<file path="src/rtl/key_entry_ctrl_if.sv">
// Raw key/button inputs and conditioned strobes between the front panel
// and the combination-lock core.
interface key_entry_if;
    logic [3:0] sw_raw;
    logic       btn_cmp_raw;
    logic       btn_lock_raw;
    logic       A;
    logic       B;
    logic       C;
    logic       D;
    logic       encmp;
    logic       enlock;
    logic       busy;

    modport master (
        output sw_raw, btn_cmp_raw, btn_lock_raw,
        input  A, B, C, D, encmp, enlock, busy
    );

    modport slave (
        input  sw_raw, btn_cmp_raw, btn_lock_raw,
        output A, B, C, D, encmp, enlock, busy
    );
endinterface

</file>
<file path="src/rtl/key_entry_ctrl.sv">
// Synchronizes and debounces the key switches and buttons, then issues
// rate-limited compare strobes and lock strobes to the lock core.
module key_entry_ctrl #(
    parameter int DEB_CYCLES     = 20,
    parameter int SETTLE_CYCLES  = 8,
    parameter int HOLDOFF_CYCLES = 50
) (
    input  logic         clk,
    input  logic         rst,
    key_entry_if.slave   kif
);

    localparam int DCW  = $clog2(DEB_CYCLES + 1);
    localparam int FMAX = (SETTLE_CYCLES > HOLDOFF_CYCLES) ? SETTLE_CYCLES : HOLDOFF_CYCLES;
    localparam int FCW  = $clog2(FMAX + 1);

    typedef enum logic [1:0] {IDLE, SETTLE, FIRE, HOLDOFF} state_t;

    logic [5:0]     raw;
    logic [5:0]     sync_p0;
    logic [5:0]     sync_p1;
    logic [5:0]     deb;
    logic [1:0]     btn_d;
    logic [DCW-1:0] deb_cnt [6];

    logic           cmp_edge;
    logic           lock_edge;
    logic [3:0]     sw_deb;
    logic [3:0]     sw_q;

    state_t         state;
    state_t         state_nx;
    logic [FCW-1:0] cnt;
    logic [FCW-1:0] cnt_nx;
    logic           encmp_q;
    logic           enlock_q;

    assign raw = {kif.btn_lock_raw, kif.btn_cmp_raw, kif.sw_raw};

    // Two-flop synchronizer, then one debouncer per input
    always_ff @(posedge clk or posedge rst) begin
        if (rst) begin
            sync_p0 <= '0;
            sync_p1 <= '0;
            deb     <= '0;
            btn_d   <= '0;
            for (int i = 0; i < 6; i++) deb_cnt[i] <= '0;
        end else begin
            sync_p0 <= raw;
            sync_p1 <= sync_p0;
            btn_d   <= deb[5:4];
            for (int i = 0; i < 6; i++) begin
                if (sync_p1[i] == deb[i]) begin
                    deb_cnt[i] <= '0;
                end else if (deb_cnt[i] == DCW'(DEB_CYCLES - 1)) begin
                    deb[i]     <= ~deb[i];
                    deb_cnt[i] <= '0;
                end else begin
                    deb_cnt[i] <= deb_cnt[i] + 1'b1;
                end
            end
        end
    end

    assign sw_deb    = deb[3:0];
    assign cmp_edge  = deb[4] & ~btn_d[0];
    assign lock_edge = deb[5] & ~btn_d[1];

    always_comb begin
        state_nx = state;
        cnt_nx   = cnt;
        case (state)
            IDLE: begin
                if (cmp_edge) begin
                    state_nx = SETTLE;
                    cnt_nx   = '0;
                end
            end
            SETTLE: begin
                // sw_q lags sw_deb by one cycle here, so a mismatch is a fresh change
                if (sw_deb != sw_q) begin
                    cnt_nx = '0;
                end else if (cnt == FCW'(SETTLE_CYCLES - 1)) begin
                    state_nx = FIRE;
                end else begin
                    cnt_nx = cnt + 1'b1;
                end
            end
            FIRE: begin
                state_nx = HOLDOFF;
                cnt_nx   = '0;
            end
            HOLDOFF: begin
                if (cnt == FCW'(HOLDOFF_CYCLES - 1)) begin
                    state_nx = IDLE;
                    cnt_nx   = '0;
                end else begin
                    cnt_nx = cnt + 1'b1;
                end
            end
            default: begin
                state_nx = IDLE;
                cnt_nx   = '0;
            end
        endcase
        // A lock press overrides everything, including a compare arriving the same cycle
        if (lock_edge) begin
            state_nx = IDLE;
            cnt_nx   = '0;
        end
    end

    always_ff @(posedge clk or posedge rst) begin
        if (rst) begin
            state    <= IDLE;
            cnt      <= '0;
            encmp_q  <= 1'b0;
            enlock_q <= 1'b0;
            sw_q     <= '0;
        end else begin
            state    <= state_nx;
            cnt      <= cnt_nx;
            encmp_q  <= (state_nx == FIRE);
            enlock_q <= lock_edge;
            if (state != FIRE) sw_q <= sw_deb;
        end
    end

    assign kif.A      = sw_q[0];
    assign kif.B      = sw_q[1];
    assign kif.C      = sw_q[2];
    assign kif.D      = sw_q[3];
    assign kif.encmp  = encmp_q;
    assign kif.enlock = enlock_q;
    assign kif.busy   = (state != IDLE);

endmodule

</file>
<file path="src/flat_wrapper.sv">
// flat-port wrapper written by rule: the top's interface ports become plain ports
module key_entry_ctrl_flat 
#(
    parameter int DEB_CYCLES     = 20,
    parameter int SETTLE_CYCLES  = 8,
    parameter int HOLDOFF_CYCLES = 50
)
  (clk, rst, kif_sw_raw, kif_btn_cmp_raw, kif_btn_lock_raw, kif_A, kif_B, kif_C, kif_D, kif_encmp, kif_enlock, kif_busy);
  key_entry_if kif_i ();
  input  logic clk;
  input  logic rst;
  input wire logic [$bits(kif_i.sw_raw)-1:0] kif_sw_raw;
  input wire logic [$bits(kif_i.btn_cmp_raw)-1:0] kif_btn_cmp_raw;
  input wire logic [$bits(kif_i.btn_lock_raw)-1:0] kif_btn_lock_raw;
  output wire logic [$bits(kif_i.A)-1:0] kif_A;
  output wire logic [$bits(kif_i.B)-1:0] kif_B;
  output wire logic [$bits(kif_i.C)-1:0] kif_C;
  output wire logic [$bits(kif_i.D)-1:0] kif_D;
  output wire logic [$bits(kif_i.encmp)-1:0] kif_encmp;
  output wire logic [$bits(kif_i.enlock)-1:0] kif_enlock;
  output wire logic [$bits(kif_i.busy)-1:0] kif_busy;
  assign kif_i.sw_raw = kif_sw_raw;
  assign kif_i.btn_cmp_raw = kif_btn_cmp_raw;
  assign kif_i.btn_lock_raw = kif_btn_lock_raw;
  assign kif_A = kif_i.A;
  assign kif_B = kif_i.B;
  assign kif_C = kif_i.C;
  assign kif_D = kif_i.D;
  assign kif_encmp = kif_i.encmp;
  assign kif_enlock = kif_i.enlock;
  assign kif_busy = kif_i.busy;
  key_entry_ctrl #(.DEB_CYCLES(DEB_CYCLES), .SETTLE_CYCLES(SETTLE_CYCLES), .HOLDOFF_CYCLES(HOLDOFF_CYCLES)) u_core (.clk(clk), .rst(rst), .kif(kif_i));
endmodule
</file>
<file path="config.mk">
export PLATFORM = sky130hd
export DESIGN_NAME = key_entry_ctrl_flat
export DESIGN_NICKNAME = d
export VERILOG_FILES = /design/src/rtl/key_entry_ctrl_if.sv /design/src/rtl/key_entry_ctrl.sv /design/src/flat_wrapper.sv
export SDC_FILE = /design/constraint.sdc
export NUM_CORES = 1
export LEC_CHECK = 0
export CORE_MARGIN = 5
export CORE_UTILIZATION = 50
export CTS_CLUSTER_DIAMETER = 30
export CTS_CLUSTER_SIZE = 14
export DETAILED_ROUTE_END_ITERATION = 16
export PLACE_DENSITY = 0.69
export SLEW_MARGIN = 30
export SYNTH_ARGS = -nofsm -noshare
export SYNTH_HDL_FRONTEND = slang
export SYNTH_SLANG_ARGS = --single-unit
</file>
<file path="constraint.sdc">
create_clock -name clk -period 4.4 [get_ports clk]
set_input_delay 0.88 -clock clk [delete_from_list [all_inputs] [get_ports clk]]
set_output_delay 0.88 -clock clk [all_outputs]
set_load 0.05 [all_outputs]
</file>
# Word level (Yosys, flattened, before mapping)
# Index checks and enable logic that the tools add are counted.
# totals
reg_bits	64
inputBits	8
output_inout_bits	7
# classes
add_sub_neg	7
n_eq_ne	22
mux	24
bitwise_logic	16
n_reduce_logical	9
# op_table
op	count
$mux 5	12
$add 5x1->5 const B	6
$eq 5x5->1 const B	6
$mux 6	5
$pmux 6 s4	1
$not 1->1	14
$reduce_and 2->1	7
$mux 2	5
$pmux 2 s4	1
$add 6x1->6 const B	1
$eq 1x1->1	6
$eq 2x2->1 const B	3
$eq 6x3->1 const B	1
$eq 6x6->1 const B	1
$ne 4x2->1 const B	1
$ne 4x4->1	1
$ne 3x1->1 const B	1
$and 1x1->1	2
$eq 2x1->1 const B	1
$logic_not 2->1	1
$ne 2x2->1 const B	1
$reduce_bool 2->1	1

# Logic depth before layout (Yosys ltp)
# logic_depth
word_depth	6
depth_mapped	7
ltp_nobuf	7

# Least setup slack after synthesis
# OpenSTA, ideal clock, no wires.
# synth_timing
path_type	register to register
startpoint	register u_core.sw_q[1]
endpoint	register u_core.cnt[3]
setup_time_ps	83
arrival_ps	1798
required_time_ps	4317
slack_ps	2519
stages_incl_launch_ff	6
n_path_buf	0
synth_period_minus_slack_ps	1881
cell_sequence	dfrtp_1 > xor2_1 > nor4_4 > a31oi_2 > or3_1 > o21ai_0
# synth_via
elab_chain_len	4
elab_cells_between_ends	6
# synth_lines
element	line	text
from (decl)	key_entry_ctrl.sv:29	logic [3:0] sw_q;
from (signal assigned)	key_entry_ctrl.sv:125	if (state != FIRE) sw_q <= sw_deb;
$ne 4x4->1 *	key_entry_ctrl.sv:81	if (sw_deb != sw_q) begin
$mux 6	key_entry_ctrl.sv:81	
$pmux 6 s4	key_entry_ctrl.sv:72	case (state)
$mux 6	key_entry_ctrl.sv:107	if (lock_edge) begin
to (signal assigned)	key_entry_ctrl.sv:122	cnt <= cnt_nx;
to (decl)	key_entry_ctrl.sv:33	logic [FCW-1:0] cnt;
# Every way passes the cells marked *; elsewhere a longest branch is shown, timed or not.
# A chain may end at the register's enable or synchronous reset.

# Final worst setup path
# layout_timing
startpoint	register u_core.state[0]
endpoint	output kif_busy
# layout_via
elab_chain_len	1
# layout_lines
element	line	text
from (decl)	key_entry_ctrl.sv:31	state_t state;
from (signal assigned)	key_entry_ctrl.sv:121	state <= state_nx;
$reduce_bool 2->1	key_entry_ctrl.sv:135	assign kif.busy = (state != IDLE);
to (decl)	flat_wrapper.sv:21	output wire logic [$bits(kif_i.busy)-1:0] kif_busy;
# Every way passes these cells.

==> flow_summary.toml <==
[synthesis]
yosysWarnings = 0
ys_top_cells_by_count = "64 x dfrtp_1, 29 x nor2_1, 16 x xor2_1"
synth_edf_count = 0
synth_flop_cell = "dfrtp_1"
synth_seq_cells = 64
synth_compound_area_share_pct = 6.15
yosys.area_share.simple_pct = 15.4
synthTopCellsByArea = "dfrtp_1 59%, xor2_1 5.2%, mux2_2 5.0%, nor2_1 4.0%, ha_1 3.7%"
synth_seq_area_share_pct = 59.2
syn-cell-area_um2 = 2700
synth.distinct_cells = 35
synth_nets = 249
synth.most_common_cell = "dfrtp_1"
syn_inst = 233
yosysTopAreaCell = "dfrtp_1"
synthXorXnorAreaFrac_pct = 8.10
synthMuxAreaShare_pct = 5.37
synthArstFlopShare_pct = 100
synth_top_area_share_pct = 59.2
syn_avg_cell_area_um2 = 11.6
synth_fa_ha_area_share_pct = 3.70
synth_top_family_by_area = "simple AND/OR/NAND/NOR gates"

[timing]
slew_violations = 0
fin_tns_setup_ns = 0
slew_headroom_pct = 53.6
clock_skew_ns = 0.0100
tightest_slew_ns = 0.690
finalCritPeriodShare_pct = 61.0
fin_crit_ns = 2.68
setup_ws_ns = 1.72
fmax_mhz = 373
rsz0062_at_grt = "no"
setup_viol = 0
final_hold_viol_count = 0

[route]
wl_um = 3950
met3_length_um = 143
drtIter0Drc = 53
antenna_left = 0
met1_length_um = 1980
vias_per_cell = 4.91
drc_errors = 0
firstDrtPassIters = 4
met2WireLength_um = 1730
via_count = 1640
routed.top_layer = "met4"
wire_per_inst_um = 11.8

[global_route]
grt_pass1_wl_um = 7190
grt_usage_pct = 13.1
grt_max_degree = 53
grt_pass1_vias = 1643
antenna_found_initial = 0
overflow = 0

[job]
maxCapViolCount = 0

[clock_tree]
cts_buffers = 9
postCtsSetupBuffers = 0
cts-root-buf = "clkbuf_8"
clock_latency_ns = 0.33
clkTransAtPathRegs_ns = 0.07
cts_tree = "yes"
cts_buffer_depth = 2
cts_max_level = 3
cts_resized = 0
cts_sinks = 64
cts-hold-fix-buffers = 0

[placed_design]
dp_hpwl_um = 2740
placed_cells = 318
place_ws_ns = 2.07
gp_congestion = 0.812
numPortBuffers = 14

[floorplan]
design.core.area_um2 = 5170
start_util_pct = 52.3
num_io_pins = 15
dieHeight_um = 83.5
row_count = 26
fp.dieArea_um2 = 6980
dieWidth_um = 83.5

[pwr]
switching_share_pct = 24.6
p_leak_uw = 0.00151
cellPowerDensity_nw_per_um2 = 442
switchingPower_uw = 345
vdd_drop_max_mv = 0.230
p_clk_share_pct = 40.0
seqPwrFrac_pct = 47.7
combPwrFrac_pct = 12.3
intPower_uw = 1060

[final_layout]
fin_nets = 275
layout.cells.non_filler = 334
syn2layout_area_growth_pct = 17.3
insertedDiodeCount = 0
drive_gt1_share_pct = 14.4

[critical_path]
cp.required_ns = 3.52
cp_data_arrival_time_ns = 1.80
cp-start-kind = "register"
critPathMaxFanout = 6
path_class = "register to output port"
cp-end-kind = "output port"

[run_status]
status = "completed"

[min_path]
hold_path.class = "register to register"
-- power by group through the flow --
stage,Clock (uW),Sequential (uW),Combinational (uW)
global route,606,676,202
finish,561,669,173
CTS,577,668,176
global placement,0,677,172
detailed placement,0,678,175
floorplan,0,670,136
-- final cells by class --
| class | count | area [um^2] |
|---|---|---|
| repair buffers | 15 | 148 |
| clock buffers | 11 | 151 |
| inverters | 15 | 58.8 |
| flip-flops and latches | 64 | 1600 |
| multi-input cells | 154 | 1050 |
| clock inverters | 5 | 78.8 |
| well taps | 70 | 87.6 |
| fillers | 396 | 2000 |
-- registers in the layout (all words and copies together), names as in the netlist --
register           flops
u_core.deb_cnt        30
u_core.cnt             6
u_core.deb             6
u_core.sync_p0         6
u_core.sync_p1         6
u_core.sw_q            4
u_core.btn_d           2
u_core.state           2
u_core.kif.encmp       1
u_core.kif.enlock      1
-- layer usage --
metal / track usage (%) / vias up
li1: - / 840
met1: 16.6 / 772
met2: 19.2 / 20
met3: 4.74 / 8
met4: 7.89 / 0
met5: 0 / -
-- worst paths after layout --
| path | startpoint | to | slack [ns] | cells after the start |
|---|---|---|---|---|
| hold reg to reg | u_core.sync_p0[5]$_DFF_PP0_ | u_core.sync_p1[5]$_DFF_PP0_ | 0.35 | 0 |
| min in group asynchronous | rst | u_core.cnt[1]$_DFFE_PP0P_ | 0.98 | 2 |
| max in group asynchronous | rst | u_core.kif.encmp$_DFF_PP0_ | 2.82 | 3 |
| hold / removal | u_core.sync_p0[5]$_DFF_PP0_ | u_core.sync_p1[5]$_DFF_PP0_ | 0.35 | 0 |
| setup reg to reg | u_core.cnt[0]$_DFFE_PP0P_ | u_core.cnt[3]$_DFFE_PP0P_ | 2.46 | 6 |
| setup / recovery | u_core.state[0]$_DFF_PP0_ | kif_busy | 1.72 | 2 |
-- critical path: stages (launching register included) --
cell,delay [ns]
dfrtp_1,0.42
or2_2,0.34
clkdlybuf4s50_1,0.71
-- through the flow --
| step | total power, uW | util, % | area (um^2) | hold slack (ns) |
|---|---|---|---|---|
| after floorplan | 806 | - | 2700 | 0.331 |
| after global placement | 849 | 56.8 | 2940 | 0.331 |
| after detailed placement | 854 | 56.9 | 2940 | 0.335 |
| after CTS | 1420 | 61.3 | 3170 | 0.350 |
| after global routing | 1480 | 61.3 | 3170 | 0.354 |
| final | 1400 | 61.3 | 3170 | 0.349 |
-- cells in the final DEF, fill, tap and decap left out, types with 2 or more instances in the layout --
cell type	synthesis	routed
ha_1	8	8
clkinv_2	0	2
clkdlybuf4s50_1	0	14
xnor2_1	9	9
clkbuf_8	0	11
xor2_1	16	16
nand3_1	11	11
nor2_1	29	29
dfrtp_1	64	64
nor2b_1	3	3
a211oi_1	2	2
bufinv_16	0	2
nor3_1	9	9
a22oi_1	2	2
nand2b_1	6	6
nand2_1	15	15
and3_2	2	2
o21ai_0	9	9
nor3b_1	2	2
a21oi_1	2	2
mux2_2	12	12
inv_1	15	14
-- kinds of logic after synthesis --
kind of cell             after synthesis
AO/OA/AOI/OAI                         24
flip-flops                            64
XOR/XNOR                              25
adder cells (fa/ha/maj)                8
multiplexers                          13
AND/OR/NAND/NOR                       84
buffers and inverters                 15
Power figures use the tool's default switching activity.
